`src/rtl/riscv_pkg.sv`:
```
// Shared definitions for the fetch stage and its neighbours: opcode
// constants, the reset NOP encoding and the fetch FSM state type.
package riscv_pkg;

   localparam logic [6:0] OP_LW  = 7'b0000011;
   localparam logic [6:0] OP_SW  = 7'b0100011;
   localparam logic [6:0] OP_R   = 7'b0110011;
   localparam logic [6:0] OP_BEQ = 7'b1100011;
   localparam logic [6:0] OP_I   = 7'b0010011;
   localparam logic [6:0] OP_JAL = 7'b1101111;
   localparam logic [6:0] OP_LUI = 7'b0110111;

   // addi x0,x0,0
   localparam logic [31:0] NOP_INSTR = 32'h0000_0013;

   typedef enum logic [1:0] {
      ST_IDLE,
      ST_FETCH,
      ST_EXEC,
      ST_FAULT
   } fetch_state_t;

endpackage

```
`src/rtl/pc_register.sv`:
```
// Program counter: async reset to RESET_PC, loads either PC+4 or the
// word-aligned branch/jump target when i_load is asserted.
module pc_register #(
   parameter int unsigned     XLEN     = 32,
   parameter logic [XLEN-1:0] RESET_PC = '0
) (
   input  logic            clk,
   input  logic            reset,
   input  logic            i_load,
   input  logic            i_pc_src,
   input  logic [XLEN-1:0] i_pc_target,
   output logic [XLEN-1:0] o_pc,
   output logic [XLEN-1:0] o_pc_plus4
);

   logic [XLEN-1:0] r_pc;
   logic [XLEN-1:0] w_pc_next;
   logic [1:0]      w_unused_tgt_lo;

   // Target low bits are discarded: misaligned targets are silently masked.
   assign w_unused_tgt_lo = i_pc_target[1:0];
   assign o_pc_plus4      = r_pc + XLEN'(4);
   assign o_pc            = r_pc;

   // Next-PC select: sequential or aligned target.
   always_comb begin
      w_pc_next = o_pc_plus4;
      if (i_pc_src) w_pc_next = {i_pc_target[XLEN-1:2], 2'b00};
   end

   // PC register with load enable.
   always_ff @(posedge clk or posedge reset) begin
      if (reset)       r_pc <= RESET_PC;
      else if (i_load) r_pc <= w_pc_next;
   end

endmodule

```
`src/rtl/fetch_unit.sv`:
```
// Instruction fetch stage: owns the PC, runs the IDLE/FETCH/EXEC handshake
// with instruction memory and presents the latched instruction fields to
// the control unit.
// Optional macro FETCH_TIMEOUT_EN adds a FETCH-wait watchdog that parks the
// FSM in a sticky FAULT state after TIMEOUT_CYCLES cycles without imem_valid.
module fetch_unit #(
   parameter int unsigned     XLEN           = 32,
   parameter logic [XLEN-1:0] RESET_PC       = '0,
   parameter int unsigned     TIMEOUT_CYCLES = 16
) (
   input  logic            clk,
   input  logic            reset,
   output logic            imem_req,
   output logic [XLEN-1:0] imem_addr,
   input  logic [XLEN-1:0] imem_rdata,
   input  logic            imem_valid,
   input  logic            PCSrc,
   input  logic [XLEN-1:0] PCTarget,
   input  logic            exec_done,
   output logic [XLEN-1:0] Instr,
   output logic [XLEN-1:0] PC,
   output logic [XLEN-1:0] PCPlus4,
   output logic            instr_valid,
   output logic [6:0]      op,
   output logic [2:0]      funct3,
   output logic            funct7_5,
   output logic            fetch_fault
);

   import riscv_pkg::*;

   fetch_state_t    r_state;
   fetch_state_t    w_next_state;
   logic [XLEN-1:0] r_instr;
   logic            r_instr_valid;
   logic            w_capture;
   logic            w_pc_load;

`ifdef FETCH_TIMEOUT_EN
   localparam int unsigned CNT_W = $clog2(TIMEOUT_CYCLES + 1);
   logic [CNT_W-1:0] r_wait_cnt;
   logic             w_timeout;

   assign w_timeout = (r_wait_cnt == CNT_W'(TIMEOUT_CYCLES - 1));

   // Wait counter: zero outside FETCH, counts FETCH cycles without a response.
   always_ff @(posedge clk or posedge reset) begin
      if (reset)                   r_wait_cnt <= '0;
      else if (r_state != ST_FETCH) r_wait_cnt <= '0;
      else if (!imem_valid)        r_wait_cnt <= r_wait_cnt + CNT_W'(1);
   end

   assign fetch_fault = (r_state == ST_FAULT);
`else
   assign fetch_fault = 1'b0;
`endif

   // State register.
   always_ff @(posedge clk or posedge reset) begin
      if (reset) r_state <= ST_IDLE;
      else       r_state <= w_next_state;
   end

   // Next-state and handshake decode; exec_done takes precedence in EXEC.
   always_comb begin
      w_next_state = r_state;
      w_capture    = 1'b0;
      w_pc_load    = 1'b0;
      case (r_state)
         ST_IDLE:  w_next_state = ST_FETCH;
         ST_FETCH: begin
            if (imem_valid) begin
               w_capture    = 1'b1;
               w_next_state = ST_EXEC;
            end
`ifdef FETCH_TIMEOUT_EN
            else if (w_timeout) begin
               w_next_state = ST_FAULT;
            end
`endif
         end
         ST_EXEC: begin
            if (exec_done) begin
               w_pc_load    = 1'b1;
               w_next_state = ST_FETCH;
            end
         end
         default:  w_next_state = r_state;
      endcase
   end

   // Instruction latch and its valid flag.
   always_ff @(posedge clk or posedge reset) begin
      if (reset) begin
         r_instr       <= XLEN'(NOP_INSTR);
         r_instr_valid <= 1'b0;
      end else begin
         if (w_capture) r_instr <= imem_rdata;
         r_instr_valid <= (w_next_state == ST_EXEC);
      end
   end

   pc_register #(
      .XLEN     (XLEN),
      .RESET_PC (RESET_PC)
   ) u_pc (
      .clk         (clk),
      .reset       (reset),
      .i_load      (w_pc_load),
      .i_pc_src    (PCSrc),
      .i_pc_target (PCTarget),
      .o_pc        (PC),
      .o_pc_plus4  (PCPlus4)
   );

   assign imem_req    = (r_state == ST_FETCH);
   assign imem_addr   = PC;
   assign Instr       = r_instr;
   assign instr_valid = r_instr_valid;
   assign op          = r_instr[6:0];
   assign funct3      = r_instr[14:12];
   assign funct7_5    = r_instr[30];

endmodule

```
`config.mk`:
```
export PLATFORM = sky130hd
export DESIGN_NAME = fetch_unit
export DESIGN_NICKNAME = d
export VERILOG_FILES = /design/src/rtl/riscv_pkg.sv /design/src/rtl/pc_register.sv /design/src/rtl/fetch_unit.sv
export SDC_FILE = /design/constraint.sdc
export NUM_CORES = 1
export LEC_CHECK = 0
export CAP_MARGIN = 20
export CORE_MARGIN = 4
export CORE_UTILIZATION = 44
export CTS_CLUSTER_DIAMETER = 50
export DETAILED_ROUTE_END_ITERATION = 16
export HOLD_SLACK_MARGIN = 0.1
export PLACE_DENSITY_LB_ADDON = 0.05
export SLEW_MARGIN = 10
export SYNTH_ARGS = -nofsm -noshare
export SYNTH_HDL_FRONTEND = slang
export SYNTH_SLANG_ARGS = --single-unit
```
`constraint.sdc`:
```
create_clock -name clk -period 3.8 [get_ports clk]
set_input_delay 0.76 -clock clk [delete_from_list [all_inputs] [get_ports clk]]
set_output_delay 0.76 -clock clk [all_outputs]
set_load 0.05 [all_outputs]
```
==> impl_metrics.ini <==
[run_status]
outcome = completed

[die]
rows = 35
die_x_um = 104.7
die_y_um = 104.7
die-area_um2 = 10960
start_util_pct = 44.94
ios = 211
core_um2 = 9153

[cts]
cts_setup_buffers = 0
ctsHoldBuffers = 0
clockRootBuffer = clkbuf_8
cts_sinks = 65
h-tree-depth = 3
cts_buffers = 9
cts.clk_slew.worst_paths_ns = 0.07
tritoncts = done
clock_latency_ns = 0.33
cts_max_path_buffers = 2

[sta]
setup_tns_ns = 0
relSlewSlack_pct = 43.72
whs_ns = 0.5076
rsz0062_at_grt = no
worstMarginPinSlew_ns = 0.8416
hold_viol = 0
layout_setup_ws_ns = 0.2438
finalCritPeriodShare_pct = 93.58
drv_slew = 0
fin_skew_ns = 0.009480
max_freq_mhz = 281.2
fin_crit_ns = 3.556
setup_viol = 0

[logic_synthesis]
synthArstFlopShare_pct = 100.0
synthCells = 425
ys_warn_count = 0
synth-seq-area-share_pct = 39.64
synth_cell_types = 58
synth_flop_cell = dfrtp_1
avgSynthCellArea_um2 = 9.677
synth_area_um2 = 4113
synth-seq-cells = 65
synth_edf_count = 0

[hold_path]
hp-start = Instr[18]$_DFFE_PP0P_
hold_path.class = register to register

[placed_design]
dp_hpwl_um = 9076
io_buffers = 201
post-place-ws_ns = 0.4029
place_congestion = 0.8143

[setup_path]
setup.worst_path.start = u_pc.o_pc[10]$_DFFE_PP0N_
r2r-start = r_state[0]$_DFF_PP0_
critPathLaunchType = register
crit_slowest_cell = clkdlybuf4s50_1
cp-end-kind = output pin
cp_cell_sequence = and4_1, nand3_2, nor2_1, xnor2_1, clkdlybuf4s50_1
arrival_ns = 2.80
crit_fanout = 9
critPathKind = register to output pin
max_stage_delay_ns = 0.85
cp.required_ns = 3.04

[grt]
grt_util_all_layers_pct = 22.18
grt_max_degree = 65
grt_antenna_before_repair = 0
grt_pass1_vias = 3737
grt_overflow = 0
grt_pass1_wl_um = 20130

[power_and_ir_drop]
power_density_nw_per_um2 = 773.4
peakVddDrop_mv = 0.3692
p_leak_nw = 2.418

[detailed_routing]
via_count = 3781
finalWirelength_um = 12270
wl_per_cell_um = 17.73
dr.pass1.iters = 4
ant_nets = 0
drt-initial-drc-count = 160
drc = 0
viasPerCell = 5.464

[final_layout]
finish.net_count = 646
syn2layout_area_growth_pct = 47.19
antenna_cells = 0
layout-drive-gt1-share_pct = 13.60

[run]
maxCapViolations = 0
[final timing paths]
kind,to,slack [ns],cells after the start
setup / recovery,PCPlus4[23],0.24,5
hold / removal,Instr[18]$_DFFE_PP0P_,0.51,1
setup reg to reg,u_pc.o_pc[15]$_DFFE_PP0N_,1.79,5
hold reg to reg,Instr[18]$_DFFE_PP0P_,0.51,1
max in group asynchronous,Instr[0]$_DFFE_PP1P_,2.46,3
min in group asynchronous,Instr[14]$_DFFE_PP0P_,0.66,2
[per-layer routing]
| layer | up-vias | wire, µm | global-route usage (%) |
|---|---|---|---|
| met1 | 1834 | 5400 | 29.53 |
| met2 | 153 | 5976 | 36.99 |
| li1 | 1787 | - | - |
| met4 | 0 | 106 | 4.967 |
| met5 | - | 0 | 0 |
| met3 | 7 | 783 | 5.003 |
[cell type report]
type,instances,area [µm²]
inverters,10,37.54
flip-flops and latches,65,1630
clock inverters,6,42.54
well taps,111,138.9
clock buffers,10,137.6
multi-input cells,278,1969
fillers,767,3099
repair buffers,212,2097
[metrics by stage]
stage / util, % / std cells / power, mW / cell area [µm²]
3_5_place_dp: 63.99 / 676 / 4.175 / 5857
6_report: 66.14 / 692 / 4.682 / 6053
4_1_cts: 65.96 / 692 / 4.721 / 6037
5_1_grt: 66.14 / 692 / 4.878 / 6053
3_3_place_gp: 63.99 / 676 / 4.136 / 5857
2_1_floorplan: - / 431 / 3.281 / 4135
[kinds of logic (layout without fill, tap and decap cells)]
logic type	after synthesis	after routing	synth area share, %
AOI/OAI and AO/OA	84	84	13.75
xor gates and xnor gates	28	28	5.963
adders and majority gates	1	1	0.3042
buffers and inverters	88	238	13.05
DFF	65	65	39.64
muxes	34	34	9.249
other	1	7	0.09118
and+or+nand+nor	124	124	17.95
[cells in the final DEF (no fill, tap or decap), drive strengths merged, types with 2 or more instances in the layout]
cell           count
conb               7
dfstp              3
o2bb2ai            4
and4               6
xnor2             20
nand2b             2
inv               11
clkdlybuf4s50    191
clkbuf            10
a31oi              8
a22oi              3
o211ai            10
and2               3
clkinv             3
a32oi              2
xor2               8
buf               15
o21ai             18
mux2i              2
mux2              32
nand4             10
clkinvlp           2
a21oi             17
dlymetal6s2s       6
nor3              11
dfrtp             62
nand2             19
o311ai            12
or3               13
nand3             19
and3              15
nor4               3
nor2              18
[worst max-delay path, delay by kind of cell (launching register included)]
family / cells / cell delay, ns
xor+xnor: 1 / 0.18
buf+inv: 1 / 0.85
simple gates: 3 / 0.95
flops: 1 / 0.50
[flip-flops by register name, summed over array words and instances, names as in the netlist]
| name | cells |
|---|---|
| u_pc.o_pc | 30 |
| Instr | 32 |
| r_state | 2 |
| instr_valid | 1 |
[report_power, final]
part	leakage (nW)	internal, mW	switching (mW)	total, mW
registers	0.746	0.938	0.217	1.15
clock network	0.0887	0.256	0.289	0.544
logic	1.58	1.00	1.98	2.98
total	2.42	2.20	2.49	4.68
[cell usage after synthesis (2+ instances only)]
cell,number,area share [%]
xor2_1,8,1.7
inv_1,10,0.91
dfstp_2,3,1.9
or3_1,9,1.4
nor3_1,10,1.2
buf_2,6,0.73
buf_1,3,0.27
nor2_1,18,1.6
mux2_2,32,8.8
clkbuf_1,17,1.6
and2_1,2,0.30
nand2b_1,2,0.30
a32oi_1,2,0.43
or3_4,4,1.1
a31oi_1,8,1.2
nand3_1,17,2.1
buf_4,51,9.3
a22oi_1,3,0.55
o21ai_0,17,2.1
xnor2_1,20,4.3
o2bb2ai_1,4,0.85
a21oi_1,17,2.1
mux2i_1,2,0.49
nand4_1,8,1.2
o311ai_0,2,0.43
o311ai_1,10,2.1
nor4_1,2,0.30
and4_1,6,1.3
nand2_1,19,1.7
and3_1,15,2.3
dfrtp_1,62,38
o211ai_1,10,1.8
[repair_timing]
item	in CTS	in global routing
setup endpoints to repair	0	9
endpoints found under the hold margin	0	0
gates resized for setup	0	7
(Power assumes the default switching activity.)
